<file path="src/rtl/alu_ctrl_pkg.sv">
// Shared ALU control encodings: ALUOp values, funct fields, ALU operation codes
// and the sequencing FSM state type.
package alu_ctrl_pkg;

  localparam logic [2:0] R_TYPE = 3'b111;
  localparam logic [2:0] ADDI   = 3'b100;
  localparam logic [2:0] ORI    = 3'b101;
  localparam logic [2:0] LUI    = 3'b011;

  localparam logic [5:0] F_AND  = 6'b100100;
  localparam logic [5:0] F_OR   = 6'b100101;
  localparam logic [5:0] F_NOR  = 6'b100111;
  localparam logic [5:0] F_ADD  = 6'b100000;
  localparam logic [5:0] F_SUB  = 6'b100010;
  localparam logic [5:0] F_SLT  = 6'b101010;
  localparam logic [5:0] F_SLL  = 6'b000000;
  localparam logic [5:0] F_SRL  = 6'b000010;
  localparam logic [5:0] F_MULT = 6'b011000;
  localparam logic [5:0] F_DIV  = 6'b011010;
  localparam logic [5:0] F_MFHI = 6'b010000;
  localparam logic [5:0] F_MFLO = 6'b010010;

  localparam logic [3:0] OP_AND     = 4'b0000;
  localparam logic [3:0] OP_OR      = 4'b0001;
  localparam logic [3:0] OP_NOR     = 4'b0010;
  localparam logic [3:0] OP_ADD     = 4'b0011;
  localparam logic [3:0] OP_SUB     = 4'b0100;
  localparam logic [3:0] OP_LUI     = 4'b0101;
  localparam logic [3:0] OP_SLT     = 4'b0110;
  localparam logic [3:0] OP_SLL     = 4'b0111;
  localparam logic [3:0] OP_SRL     = 4'b1000;
  localparam logic [3:0] OP_ILLEGAL = 4'b1001;
  localparam logic [3:0] OP_MULT    = 4'b1010;
  localparam logic [3:0] OP_DIV     = 4'b1011;
  localparam logic [3:0] OP_MFHI    = 4'b1100;
  localparam logic [3:0] OP_MFLO    = 4'b1101;

  typedef enum logic {
    ST_IDLE     = 1'b0,
    ST_MDU_BUSY = 1'b1
  } state_e;

endpackage

</file>
<file path="src/rtl/alu_control_mc_if.sv">
// Upstream/downstream bundle of the multi-cycle ALU control.
// Handshake: an input transfers on a rising edge where in_valid & in_ready & ~flush;
// out_valid is a one-cycle pulse with no backpressure, and the upstream must hold
// in_valid/alu_op/alu_function stable until the transfer happens.
interface alu_control_mc_if #(
  parameter int ALUOP_WIDTH = 3,
  parameter int FUNCT_WIDTH = 6,
  parameter int OP_WIDTH    = 4
) ();
  logic                   flush;
  logic                   in_valid;
  logic                   in_ready;
  logic [ALUOP_WIDTH-1:0] alu_op;
  logic [FUNCT_WIDTH-1:0] alu_function;
  logic                   out_valid;
  logic [OP_WIDTH-1:0]    alu_operation;
  logic                   illegal;
  logic                   mdu_start;
  logic                   mdu_is_div;
  logic                   stall;

  modport master (
    output flush, in_valid, alu_op, alu_function,
    input  in_ready, out_valid, alu_operation, illegal, mdu_start, mdu_is_div, stall
  );

  modport slave (
    input  flush, in_valid, alu_op, alu_function,
    output in_ready, out_valid, alu_operation, illegal, mdu_start, mdu_is_div, stall
  );
endinterface

</file>
<file path="src/rtl/alu_control_mc_decode.sv">
// Pure decode of {ALUOp, funct} into an ALU operation code plus MDU/illegal flags.
module alu_decode_comb
  import alu_ctrl_pkg::*;
#(
  parameter int ALUOP_WIDTH = 3,
  parameter int FUNCT_WIDTH = 6
) (
  input  logic [ALUOP_WIDTH-1:0] i_alu_op,
  input  logic [FUNCT_WIDTH-1:0] i_funct,
  output logic [3:0]             o_code,
  output logic                   o_is_mdu,
  output logic                   o_is_div,
  output logic                   o_illegal
);

  always_comb begin
    o_code    = OP_ILLEGAL;
    o_is_mdu  = 1'b0;
    o_is_div  = 1'b0;
    o_illegal = 1'b0;
    case (i_alu_op)
      ALUOP_WIDTH'(R_TYPE): begin
        case (i_funct)
          FUNCT_WIDTH'(F_AND):  o_code = OP_AND;
          FUNCT_WIDTH'(F_OR):   o_code = OP_OR;
          FUNCT_WIDTH'(F_NOR):  o_code = OP_NOR;
          FUNCT_WIDTH'(F_ADD):  o_code = OP_ADD;
          FUNCT_WIDTH'(F_SUB):  o_code = OP_SUB;
          FUNCT_WIDTH'(F_SLT):  o_code = OP_SLT;
          FUNCT_WIDTH'(F_SLL):  o_code = OP_SLL;
          FUNCT_WIDTH'(F_SRL):  o_code = OP_SRL;
          FUNCT_WIDTH'(F_MFHI): o_code = OP_MFHI;
          FUNCT_WIDTH'(F_MFLO): o_code = OP_MFLO;
          FUNCT_WIDTH'(F_MULT): begin
            o_code   = OP_MULT;
            o_is_mdu = 1'b1;
          end
          FUNCT_WIDTH'(F_DIV): begin
            o_code   = OP_DIV;
            o_is_mdu = 1'b1;
            o_is_div = 1'b1;
          end
          default: o_illegal = 1'b1;
        endcase
      end
      // I-type encodings ignore the funct field entirely
      ALUOP_WIDTH'(ADDI): o_code = OP_ADD;
      ALUOP_WIDTH'(ORI):  o_code = OP_OR;
      ALUOP_WIDTH'(LUI):  o_code = OP_LUI;
      default:            o_illegal = 1'b1;
    endcase
  end

endmodule

</file>
<file path="src/rtl/alu_control_mc.sv">
// Multi-cycle ALU control: registered decode for single-cycle ops, and a
// counter-driven FSM that launches MULT/DIV and stalls the front end until done.
module alu_control_mc
  import alu_ctrl_pkg::*;
#(
  parameter int ALUOP_WIDTH = 3,
  parameter int FUNCT_WIDTH = 6,
  parameter int OP_WIDTH    = 4,
  parameter int MUL_CYCLES  = 32,
  parameter int DIV_CYCLES  = 32
) (
  input  logic   clk,
  input  logic   reset,
  alu_control_mc_if.slave bus,
  output state_e o_dbg_state
);

  localparam int MAX_CYCLES = (MUL_CYCLES > DIV_CYCLES) ? MUL_CYCLES : DIV_CYCLES;
  localparam int CW         = $clog2(MAX_CYCLES + 1);

  state_e              r_state;
  logic [CW-1:0]       r_count;
  logic                r_out_valid;
  logic                r_illegal;
  logic                r_mdu_start;
  logic                r_mdu_is_div;
  logic [OP_WIDTH-1:0] r_op;

  logic [3:0] w_code;
  logic       w_is_mdu;
  logic       w_is_div;
  logic       w_illegal;
  logic       w_accept;

  alu_decode_comb #(
    .ALUOP_WIDTH (ALUOP_WIDTH),
    .FUNCT_WIDTH (FUNCT_WIDTH)
  ) u_decode (
    .i_alu_op  (bus.alu_op),
    .i_funct   (bus.alu_function),
    .o_code    (w_code),
    .o_is_mdu  (w_is_mdu),
    .o_is_div  (w_is_div),
    .o_illegal (w_illegal)
  );

  assign w_accept = (r_state == ST_IDLE) && bus.in_valid && !bus.flush;

  always_ff @(posedge clk) begin
    if (reset) begin
      r_state      <= ST_IDLE;
      r_count      <= '0;
      r_out_valid  <= 1'b0;
      r_illegal    <= 1'b0;
      r_mdu_start  <= 1'b0;
      r_mdu_is_div <= 1'b0;
      r_op         <= OP_WIDTH'(OP_ILLEGAL);
    end else begin
      r_out_valid <= 1'b0;
      r_illegal   <= 1'b0;
      r_mdu_start <= 1'b0;
      if (bus.flush) begin
        r_state <= ST_IDLE;
        r_count <= '0;
      end else begin
        case (r_state)
          ST_IDLE: begin
            if (w_accept) begin
              if (w_is_mdu) begin
                r_state      <= ST_MDU_BUSY;
                r_mdu_start  <= 1'b1;
                r_mdu_is_div <= w_is_div;
                r_count      <= w_is_div ? CW'(DIV_CYCLES - 1) : CW'(MUL_CYCLES - 1);
              end else begin
                r_out_valid <= 1'b1;
                r_illegal   <= w_illegal;
                r_op        <= OP_WIDTH'(w_code);
              end
            end
          end
          ST_MDU_BUSY: begin
            // Result is announced on the edge after the counter reaches zero
            if (r_count == '0) begin
              r_state     <= ST_IDLE;
              r_out_valid <= 1'b1;
              r_op        <= r_mdu_is_div ? OP_WIDTH'(OP_DIV) : OP_WIDTH'(OP_MULT);
            end else begin
              r_count <= r_count - CW'(1);
            end
          end
          default: r_state <= ST_IDLE;
        endcase
      end
    end
  end

  assign bus.in_ready      = (r_state == ST_IDLE);
  assign bus.stall         = (r_state == ST_MDU_BUSY);
  assign bus.out_valid     = r_out_valid;
  assign bus.illegal       = r_illegal;
  assign bus.mdu_start     = r_mdu_start;
  assign bus.mdu_is_div    = r_mdu_is_div;
  assign bus.alu_operation = r_op;
  assign o_dbg_state       = r_state;

endmodule

</file>
<file path="src/flat_wrapper.sv">
// flat-port wrapper written by rule: the top's interface ports become plain ports
module alu_control_mc_flat import alu_ctrl_pkg::*;
#(
  parameter int ALUOP_WIDTH = 3,
  parameter int FUNCT_WIDTH = 6,
  parameter int OP_WIDTH    = 4,
  parameter int MUL_CYCLES  = 32,
  parameter int DIV_CYCLES  = 32
)
  (clk, reset, o_dbg_state, bus_flush, bus_in_valid, bus_alu_op, bus_alu_function, bus_in_ready, bus_out_valid, bus_alu_operation, bus_illegal, bus_mdu_start, bus_mdu_is_div, bus_stall);
  alu_control_mc_if #(.ALUOP_WIDTH(ALUOP_WIDTH), .FUNCT_WIDTH(FUNCT_WIDTH), .OP_WIDTH(OP_WIDTH)) bus_i ();
  input  logic clk;
  input  logic reset;
  output state_e o_dbg_state;
  input wire logic [$bits(bus_i.flush)-1:0] bus_flush;
  input wire logic [$bits(bus_i.in_valid)-1:0] bus_in_valid;
  input wire logic [$bits(bus_i.alu_op)-1:0] bus_alu_op;
  input wire logic [$bits(bus_i.alu_function)-1:0] bus_alu_function;
  output wire logic [$bits(bus_i.in_ready)-1:0] bus_in_ready;
  output wire logic [$bits(bus_i.out_valid)-1:0] bus_out_valid;
  output wire logic [$bits(bus_i.alu_operation)-1:0] bus_alu_operation;
  output wire logic [$bits(bus_i.illegal)-1:0] bus_illegal;
  output wire logic [$bits(bus_i.mdu_start)-1:0] bus_mdu_start;
  output wire logic [$bits(bus_i.mdu_is_div)-1:0] bus_mdu_is_div;
  output wire logic [$bits(bus_i.stall)-1:0] bus_stall;
  assign bus_i.flush = bus_flush;
  assign bus_i.in_valid = bus_in_valid;
  assign bus_i.alu_op = bus_alu_op;
  assign bus_i.alu_function = bus_alu_function;
  assign bus_in_ready = bus_i.in_ready;
  assign bus_out_valid = bus_i.out_valid;
  assign bus_alu_operation = bus_i.alu_operation;
  assign bus_illegal = bus_i.illegal;
  assign bus_mdu_start = bus_i.mdu_start;
  assign bus_mdu_is_div = bus_i.mdu_is_div;
  assign bus_stall = bus_i.stall;
  alu_control_mc #(.ALUOP_WIDTH(ALUOP_WIDTH), .FUNCT_WIDTH(FUNCT_WIDTH), .OP_WIDTH(OP_WIDTH), .MUL_CYCLES(MUL_CYCLES), .DIV_CYCLES(DIV_CYCLES)) u_core (.clk(clk), .reset(reset), .bus(bus_i), .o_dbg_state(o_dbg_state));
endmodule
</file>
<file path="config.mk">
export PLATFORM = sky130hd
export DESIGN_NAME = alu_control_mc_flat
export DESIGN_NICKNAME = d
export VERILOG_FILES = /design/src/rtl/alu_ctrl_pkg.sv /design/src/rtl/alu_control_mc_if.sv /design/src/rtl/alu_control_mc_decode.sv /design/src/rtl/alu_control_mc.sv /design/src/flat_wrapper.sv
export SDC_FILE = /design/constraint.sdc
export NUM_CORES = 1
export LEC_CHECK = 0
export ABC_AREA = 1
export BUFFER_PORTS_ARGS = -buffer_cell sky130_fd_sc_hd__buf_4
export CAP_MARGIN = 20
export CORE_MARGIN = 3
export CORE_UTILIZATION = 55
export DETAILED_ROUTE_END_ITERATION = 10
export PLACE_DENSITY = 0.83
export SYNTH_ARGS = -nofsm -noshare
export SYNTH_HDL_FRONTEND = slang
export SYNTH_SLANG_ARGS = --single-unit
</file>
<file path="constraint.sdc">
create_clock -name clk -period 2.6 [get_ports clk]
set_clock_uncertainty 0.2 [all_clocks]
set_input_delay 0.13 -clock clk [delete_from_list [all_inputs] [get_ports clk]]
set_output_delay 0.13 -clock clk [all_outputs]
set_load 0.1 [all_outputs]
</file>
==> Yosys cells after proc, flatten, opt, wreduce, memory -nomap -nowiden <==
Cells that the tools add are included.
{ "totals": {"register_bits": 15, "input_bits": 13, "word_cells": 70} }
{ "op_classes": {"add_sub_neg": 1, "n_eq_ne": 20, "muxes": 25, "bitwise_logic": 3, "reduce_logical": 14} }
{ "op_table": {"columns": ["cell", "n"], "rows": [
  ["4-bit case mux with 12 select lines", 1],
  ["6-bit equality test (second input constant)", 6],
  ["6-bit by 5-bit equality test with 1-bit output (second input constant)", 4],
  ["6-bit two-way mux", 3],
  ["4-bit case mux with 4 select lines", 1],
  ["6-bit zero test", 2],
  ["1-bit two-way mux", 12],
  ["4-bit two-way mux", 3],
  ["6-bit case mux with 2 select lines", 1],
  ["12-bit OR reduction", 1],
  ["3-bit equality test (second input constant)", 3],
  ["4-bit case mux with 2 select lines", 1],
  ["4-bit AND reduction", 2],
  ["6-bit by 2-bit equality test with 1-bit output (second input constant)", 1],
  ["2-bit inequality test (second input constant)", 3],
  ["1-bit case mux with 2 select lines", 3],
  ["3-bit OR reduction", 2],
  ["6-bit by 1-bit subtractor with 6-bit output (second input constant)", 1],
  ["5-bit OR reduction", 1],
  ["2-bit by 1-bit inequality test with 1-bit output (second input constant)", 2],
  ["2-bit OR reduction", 2],
  ["3-bit by 2-bit equality test with 1-bit output (second input constant)", 1],
  ["1-bit NOT", 3],
  ["3-bit AND reduction", 1],
  ["other kinds (2)", 3]
]} }

==> Logic depth before layout (Yosys ltp) <==
Gate-level depths: netlist of run 1.
{ "logic_depth": {"ltp_word": 7, "ltp_mapped": 11, "depth_no_buf": 11} }

==> By module <==
From an unflattened synthesis of run 1, not the netlist that was laid out.
{ "unflattened": {"hier_cells": 156, "hier_area_um2": 1043.5} }
{ "by_module_without_submodules": {"columns": ["module", "n_inst", "cells_each", "area_per_inst_um2", "seq_area_each_um2"], "rows": [
  ["alu_control_mc", 1, 98, 753.2, 300.3],
  ["alu_decode_comb", 1, 58, 290.3, 0.0]
]} }

==> Worst setup path before layout of run 1 <==
No wires, ideal clock.
{ "synth_path": {"path_type": "register to register", "startpoint": "register u_core.r_state, in the netlist u_core.bus.stall", "endpoint": "register u_core.r_count[0]", "arrival_time_ns": 1.957, "required_time_ns": 2.290, "slack_ns": 0.333, "stages_incl_launch_ff": 11, "period_less_slack_ns": 2.267, "path_cell_list": "dfxtp_1 -> buf_6 -> inv_2 -> nand2_1 -> nor2_2 -> nand2_2 -> nand2_4 -> inv_4 -> nand2_1 -> nand3_1 -> inv_1"} }
{ "synth_between": {"elab_chain_cells": 5, "elab_cells_between_ends": 8, "cone_classes": "3 x eq/ne; 1 x mux; 1 x bitwise; 3 x reduce/logical"} }
{ "synth_rtl": {"columns": ["element", "line", "source"], "rows": [
  ["start: declaration", "alu_control_mc.sv:21", "state_e r_state;"],
  ["start signal: assignment", "alu_control_mc.sv:51", "r_state <= ST_IDLE;"],
  ["start signal: assignment", "alu_control_mc.sv:63", "r_state <= ST_IDLE;"],
  ["start signal: assignment", "alu_control_mc.sv:70", "r_state <= ST_MDU_BUSY;"],
  ["1-bit NOT (no source line) *", null, null],
  ["via bus_in_ready", "flat_wrapper.sv:19", "output wire logic [$bits(bus_i.in_ready)-1:0] bus_in_ready;"],
  ["1-bit logical AND (2 in series)", "alu_control_mc.sv:47", "assign w_accept = (r_state == ST_IDLE) && bus.in_valid && !bus.flush;"],
  ["2-bit by 1-bit inequality test with 1-bit output (no source line)", null, null],
  ["3-bit AND reduction (no source line)", null, null],
  ["end signal: assignment", "alu_control_mc.sv:73", "r_count <= w_is_div ? CW'(DIV_CYCLES - 1) : CW'(MUL_CYCLES - 1);"],
  ["end signal: assignment", "alu_control_mc.sv:88", "r_count <= r_count - CW'(1);"],
  ["end: declaration", "alu_control_mc.sv:22", "logic [CW-1:0] r_count;"]
]} }
Mark *: on every way through the listed nets, which the timed path passes. The rest lies on a longest branch.
A chain may end at the register's enable or synchronous reset.

==> Worst setup path in the final report of run 1 <==
{ "layout_path": {"startpoint": "register u_core.r_count[0]", "endpoint": "register u_core.r_count[1]"} }
{ "layout_between": {"elab_chain_cells": 3, "elab_cells_between_ends": 6, "cone_classes": "1 x add/sub; 1 x eq/ne; 2 x mux; 2 x reduce/logical"} }
{ "layout_rtl": {"columns": ["element", "line"], "rows": [
  ["6-bit by 1-bit subtractor with 6-bit output or 6-bit zero test (tied branches)", "alu_control_mc.sv:88, alu_control_mc.sv:83"],
  ["6-bit two-way mux or 2-bit inequality test (tied branches)", null],
  ["6-bit case mux with 2 select lines or 3-bit AND reduction (tied branches)", null]
]} }
Parallel ways exist; a longest one is shown, timed or not. The select of a mux whose other input is x is not followed.

==> metrics.yaml, run 1 <==
yosys:
  postSynthCellCount: 157
  yosys.area.top_type_share_pct: 30.7
  syn-num-nets: 171
  synthDistinctLibCells: 23
  syn-cell-area_um2: 980
  synth.area.top_cells: "dfxtp_1, nand2_1, nand3_1"
  seq_area_frac_synth_pct: 30.7
  syn_avg_cell_area_um2: 6.24
  ys_ff_latch: 15
  synth_warnings: 0
  synth_area_leader_cell: "dfxtp_1"
placed_design:
  pre_cts_slack_ns: 0.881
  port_buffers: 23
  routabilityCongestion: 0.884
  dp_hpwl_mm: 1.81
timing:
  worst_slew_pin_slew_ns: 0.401
  drv_slew: 0
  rsz0062_at_grt: "no"
  relSlewSlack_pct: 73.2
  hold_viol: 0
  fin_tns_setup_ns: 0
  min_period_over_period_pct: 66.2
  finalSetupViolCount: 0
  hold_ws_ns: 0.0129
  period_needed_ns: 1.72
  setup_ws_ns: 0.879
  timing.fmax_mhz: 581
grt:
  grt_busiest_layer: "met2"
  antenna_found_initial: 0
  first_global_vias: 916
  grt_max_degree: 11
  grtUsageTotal_pct: 22.0
  use_met2_pct: 36.5
  met1_usage_pct: 27.3
  met3_usage_pct: 6.27
  grt_pass1_wl_mm: 3.64
  grt-ovfl-total: 0
outcome:
  status: "finished clean"
route:
  drt_first_pass_iters: 4
  num_vias: 1077
  drcViolationCount: 0
  drtIter0Drc: 31
  via_per_inst: 5.13
  totalWireLength_mm: 2.24
  wl_per_cell_um: 10.6
  postRouteAntennaNets: 0
setup_path:
  path_common_cell: "inv_1"
  crit_type: "reg2reg"
  cp.required_ns: 2.60
  critPathMaxStageDelay_ns: 0.32
  critPathTopFamily: "simple AND/OR/NAND/NOR gates"
  slowest_stage: "dfxtp_1"
  critPathLaunchType: "register"
  cp-end-kind: "register"
  worstPathArrival_ns: 1.72
  critical_path.cell_chain: "inv_1 > ha_1 > inv_1 > nor3_2 > nand3_2 > nand2_2 > nand2_4 > inv_4 > nand2_1 > nand3_1 > inv_1"
  crit_fanout: 7
  critical_path_buf_inv_count: 4
floorplanning:
  die_area_um2: 2320
  die-height_um: 48.2
  dieWidth_um: 48.2
  initial_core_util_pct: 61.5
  core_region_area_um2: 1590
  ios: 24
  rows: 14
clock_tree:
  cts-root-buf: "clkbuf_4"
  postCtsSetupBuffers: 0
  clkSinkCount: 15
  clkTransAtPathRegs_ns: 0.10
  cts_tree: "yes"
  h-tree-depth: 1
  cts_resized: 0
  clk_latency_ns: 0.29
  cts_max_path_buffers: 2
  cts_buffers: 3
job:
  max-cap-violations: 0
final_layout:
  final_cell_mix: "nand2_1, buf_4, inv_1"
  layout_commonest_cell: "nand2_1"
  nets: 201
  syn_to_final_growth_pct: 25.7
  layout-drive-gt1-share_pct: 22.6
  num_antenna_cells: 0
worst_hold_path:
  hp-class: "in2reg"
pwr:
  leakagePower_nw: 0.650
  power_density_nw_per_um2: 387
  ir_drop_mv: 0.319
-- worst register-to-register path, stage by stage (launching register included) --
cell     delay [ns]
dfxtp_1        0.32
inv_1          0.11
ha_1           0.16
inv_1          0.06
nor3_2         0.21
nand3_2        0.15
nand2_2        0.11
nand2_4        0.08
inv_4          0.09
nand2_1        0.05
nand3_1        0.06
inv_1          0.04
-- power breakdown --
part / switching, mW / internal [mW] / leakage, nW
clock network: 0.0781 / 0.0572 / 0.0177
logic: 0.0716 / 0.0343 / 0.510
registers: 0.00187 / 0.234 / 0.121
total: 0.152 / 0.325 / 0.650
-- synthesized netlist by cell type --
cell,number
a21oi_1,9
nor3_2,1
o21ai_1,2
inv_1,22
nor2_2,3
buf_6,1
dfxtp_1,15
ha_1,1
o21ai_0,5
inv_4,1
nor2_4,2
inv_2,3
xor2_1,2
nand2_1,38
nand3_1,21
nand4_1,5
xnor2_1,1
nor2_1,19
nand2_4,1
nand2_2,2
nand3_2,1
or2_2,1
buf_4,1
-- what timing repair did --
item	CTS	global route
hold buffers	4	0
endpoints found under the hold margin	8	0
endpoints found under the setup margin	0	0
-- worst paths after layout --
check	slack [ns]	cells after the start	endpoint	from
max	0.88	11	u_core.r_count[1]	u_core.r_count[0]
min	0.01	6	u_core.bus.alu_operation[1]	bus_alu_op[0]
max reg2reg	0.88	11	u_core.r_count[1]	u_core.r_count[0]
min reg2reg	0.26	2	u_core.bus.mdu_is_div	u_core.bus.mdu_is_div
-- flip-flops by register name, indices dropped and copies added (netlist names) --
name / cells
u_core.r_count: 6
u_core.bus.alu_operation: 4
u_core.bus.illegal: 1
u_core.bus.mdu_is_div: 1
u_core.bus.mdu_start: 1
u_core.bus.out_valid: 1
u_core.bus.stall: 1
-- per-stage QoR --
stage | instances | area, um^2 | utilization, % | power, mW
6_report | 210 | 1230 | 77.2 | 0.477
5_1_grt | 210 | 1230 | 77.2 | 0.498
4_1_cts | 210 | 1230 | 77.2 | 0.482
3_5_place_dp | 202 | 1160 | 73.0 | 0.341
3_3_place_gp | 202 | 1160 | 73.0 | 0.339
2_1_floorplan | 157 | 980 | - | 0.307
-- routing by layer --
layer  routed length [um]  share of wire, %  vias to the layer above
li1                     -                 -                      554
met3                  138               6.2                        2
met1                  999                45                      483
met4                   13              0.58                        0
met5                    0                 0                        -
met2                 1080                48                       38
-- cells by family (layout without fill, tap and decap cells) --
family	Yosys count	count (layout)	share of synthesized area (%)
flops	15	15	30.7
simple gates	94	94	45.1
fa+ha+maj	1	1	1.28
buf+inv	28	57	12.1
xor+xnor	3	3	2.68
compound gates	16	16	8.17
-- area by class of cell --
| type | count | area, um^2 |
|---|---|---|
| Multi-Input combinational cell | 114 | 561 |
| Timing Repair Buffer | 27 | 213 |
| Clock buffer | 3 | 22.5 |
| Tap cell | 24 | 30.0 |
| Inverter | 26 | 100 |
| Sequential cell | 15 | 300 |
| Fill cell | 141 | 363 |
| Clock inverter | 1 | 5.00 |
No activity file was read; power rests on OpenSTA's default activity.
==> run 2: changes to the inputs <==
--- a/config.mk
+++ b/config.mk
@@ -9,9 +9,9 @@
 export BUFFER_PORTS_ARGS = -buffer_cell sky130_fd_sc_hd__buf_4
 export CAP_MARGIN = 20
 export CORE_MARGIN = 3
-export CORE_UTILIZATION = 55
+export CORE_UTILIZATION = 52
 export DETAILED_ROUTE_END_ITERATION = 10
-export PLACE_DENSITY = 0.83
+export PLACE_DENSITY = 0.79
 export SYNTH_ARGS = -nofsm -noshare
 export SYNTH_HDL_FRONTEND = slang
 export SYNTH_SLANG_ARGS = --single-unit
==> constraint.sdc (replaced) <==
create_clock -name clk -period 1.7 [get_ports clk]
set_clock_uncertainty 0.2 [all_clocks]
set_input_delay 0.085 -clock clk [delete_from_list [all_inputs] [get_ports clk]]
set_output_delay 0.085 -clock clk [all_outputs]
set_load 0.1 [all_outputs]
==> metrics.yaml, run 2 (synthesis gave the netlist of run 1 again) <==
worst_hold_path:
  hp-class: "in2reg"  # unchanged
  hold_depth: 4  # was 6
  worstHoldStart: "bus_alu_op[0]"  # unchanged
  whs_endpoint: "u_core.bus.illegal"  # was u_core.bus.alu_operation[1]
final_layout:
  top_register: "u_core.r_count"  # unchanged
  layout_commonest_cell: "nand2_1"  # unchanged
  layout-drive-gt1-share_pct: 30.4  # was 22.6%
  num_antenna_cells: 0  # unchanged
  stdcell_count: 216  # was 210
  syn_to_final_growth_pct: 35.5  # was 25.7%
  final_cell_mix: "nand2_1, buf_4, nand3_1"  # was nand2_1, buf_4, inv_1
  postLayoutCoreUtil_pct: 76.1  # was 77.2%
  nets: 206  # was 201
  largest_reg_flops: 6  # unchanged
  fillers: 132  # was 141
clock_tree:
  clkSinkCount: 15  # unchanged
  cts_buffers: 3  # unchanged
  clkTransAtPathRegs_ns: 0.09  # was 0.10 ns
  h-tree-depth: 1  # unchanged
  cts_max_path_buffers: 2  # unchanged
  cts-root-buf: "clkbuf_4"  # unchanged
  clk_latency_ns: 0.29  # about the same
  cts_tree: "yes"  # unchanged
route:
  postRouteAntennaNets: 0  # unchanged
  drcViolationCount: 0  # unchanged
  via_per_inst: 4.99  # was 5.13
  drtIter0Drc: 26  # was 31
  wl_per_cell_um: 11.0  # was 10.6 um
  totalWireLength_mm: 2.37  # was 2.24 mm
  num_vias: 1077  # unchanged
  drt_first_pass_iters: 4  # unchanged
grt:
  met1_usage_pct: 25.3  # was 27.3%
  first_global_vias: 948  # was 916
  grt-ovfl-total: 0  # unchanged
  grt_max_degree: 11  # unchanged
  met3_usage_pct: 4.59  # was 6.27%
  grt_pass1_wl_mm: 3.87  # was 3.64 mm
  use_met2_pct: 33.5  # was 36.5%
  grt_busiest_layer: "met2"  # unchanged
  antenna_found_initial: 0  # unchanged
  grtUsageTotal_pct: 20.1  # was 22.0%
floorplanning:
  die-height_um: 49.4  # was 48.2 um
  initial_core_util_pct: 56.1  # was 61.5%
  dieWidth_um: 49.4  # was 48.2 um
  die_area_um2: 2440  # was 2320 um^2
  ios: 24  # unchanged
  rows: 15  # was 14
  core_region_area_um2: 1750  # was 1590 um^2
placed_design:
  place_inst: 204  # was 202
  pre_cts_slack_ns: 0.0663  # was 0.881 ns
  port_buffers: 23  # unchanged
  dp_hpwl_mm: 1.85  # was 1.81 mm
  routabilityCongestion: 0.842  # was 0.884
timing:
  period_needed_ns: 1.65  # was 1.72 ns
  worst_slew_pin_slew_ns: 0.433  # was 0.401 ns
  relSlewSlack_pct: 71.0  # was 73.2%
  drv_slew: 0  # unchanged
  setup_ws_ns: 0.0452  # was 0.879 ns
  hold_viol: 1  # was 0
  min_period_over_period_pct: 97.3  # was 66.2%
  hold_ws_ns: -0.0189  # was 0.0129 ns
  finalSetupViolCount: 0  # unchanged
  timing.fmax_mhz: 604  # was 581 MHz
pwr:
  leakagePower_nw: 0.676  # was 0.650 nW
  power_density_nw_per_um2: 552  # was 387 nW/um^2
  ir_drop_mv: 0.635  # was 0.319 mV
setup_path:
  crit_type: "reg2reg"  # unchanged
  critical_path.cell_chain: "inv_2 > ha_4 > inv_2 > nor3_4 > nand3_2 > nand2_2 > nand2_4 > inv_6 > nand2_1 > nand3_1 > inv_1"  # was inv_1 > ha_1 > inv_1 > nor3_2 > nand3_2 > nand2_2 > nand2_4 > inv_4 > nand2_1 > nand3_1 > inv_1
  ff2ff_setup_slack_ns: 0.05  # was 0.88 ns
  critPathMaxStageDelay_ns: 0.33  # was 0.32 ns
  cp.required_ns: 1.70  # was 2.60 ns
  rr_startpoint: "u_core.r_count[1]"  # was u_core.r_count[0]
  reg2reg_depth: 11  # unchanged
  worstPathArrival_ns: 1.65  # was 1.72 ns
  critPathLaunchType: "register"  # unchanged
  path_common_cell: "inv_2"  # was inv_1
  crit_fanout: 7  # unchanged
  r2r_end: "u_core.r_count[0]"  # was u_core.r_count[1]
  slowest_stage: "dfxtp_2"  # was dfxtp_1
  cp-end-kind: "register"  # unchanged
outcome:
  violations: "hold timing"
  status: "complete, but fails checks"  # was finished clean
job:
  max-cap-violations: 0  # unchanged
==> run 2: cell types whose count changed in the layout (fill, tap and decap cells not counted), moves of 2 or more <==
cell           delta
dfxtp_1           -2
buf_4             +3
a21oi_1           -2
nand2_2           +4
a21oi_2           +2
inv_2             +3
nand2_1           -4
inv_6             +2
dlygate4sd3_1     +2
inv_1             -4
==> run 2: how the worst max path moves through the flow <==
stage               slack, ns                     endpoint               from
detailed placement       0.07            u_core.r_count[0]  u_core.r_count[1]
global placement          0.1            u_core.r_count[0]  u_core.r_count[0]
global route            -0.06            u_core.r_count[0]  u_core.r_count[1]
finish                   0.05            u_core.r_count[0]  u_core.r_count[1]
CTS                      0.05            u_core.r_count[5]  u_core.r_count[1]
floorplan               0.003  u_core.bus.alu_operation[0]   u_core.bus.stall
==> run 2: repair_timing <==
action / 4_1_cts / 5_1_grt
setup buffers: 0 / 2
endpoints found under the hold margin: 9 / 0
hold buffers: 6 / 0
setup endpoints to repair: 0 / 10
gates resized for setup: 0 / 16
==> run 2: per-layer routing <==
metal / routed length, um / vias up
met4: 27 / 0
met2: 1140 / 36
met1: 1050 / 472
met5: 0 / -
li1: - / 564
met3: 154 / 5
==> run 2: cell type report <==
class	instances	area, um^2	area share, %
multi-input combinational	114	602	45.3
clock buffer	4	26.3	1.98
inverter	26	108	8.11
tap	25	31.3	2.36
sequential	15	305	23.0
timing repair buffer	32	255	19.2
==> run 2: metrics by stage <==
stage	TNS (ns)	power [mW]	cell area, um^2
floorplan	0	0.468	988
global placement	0	0.518	1180
detailed placement	0	0.521	1180
CTS	0	0.735	1270
global route	-0.234	0.768	1330
finish	0	0.733	1330
==> run 2: power by group <==
| group | total [mW] | internal [mW] | switching, mW | leakage, nW |
|---|---|---|---|---|
| combinational | 0.169 | 0.0573 | 0.112 | 0.538 |
| sequential | 0.359 | 0.356 | 0.00324 | 0.123 |
| clock | 0.205 | 0.0913 | 0.114 | 0.0150 |
| total | 0.733 | 0.504 | 0.229 | 0.676 |
==> run 2: worst max-delay path: cells and delay by family, from the launching register on <==
family                   cells  cell delay [ns]
flip-flops                   1             0.33
adder cells (fa/ha/maj)      1             0.13
buffers and inverters        4             0.25
AND/OR/NAND/NOR              6             0.66
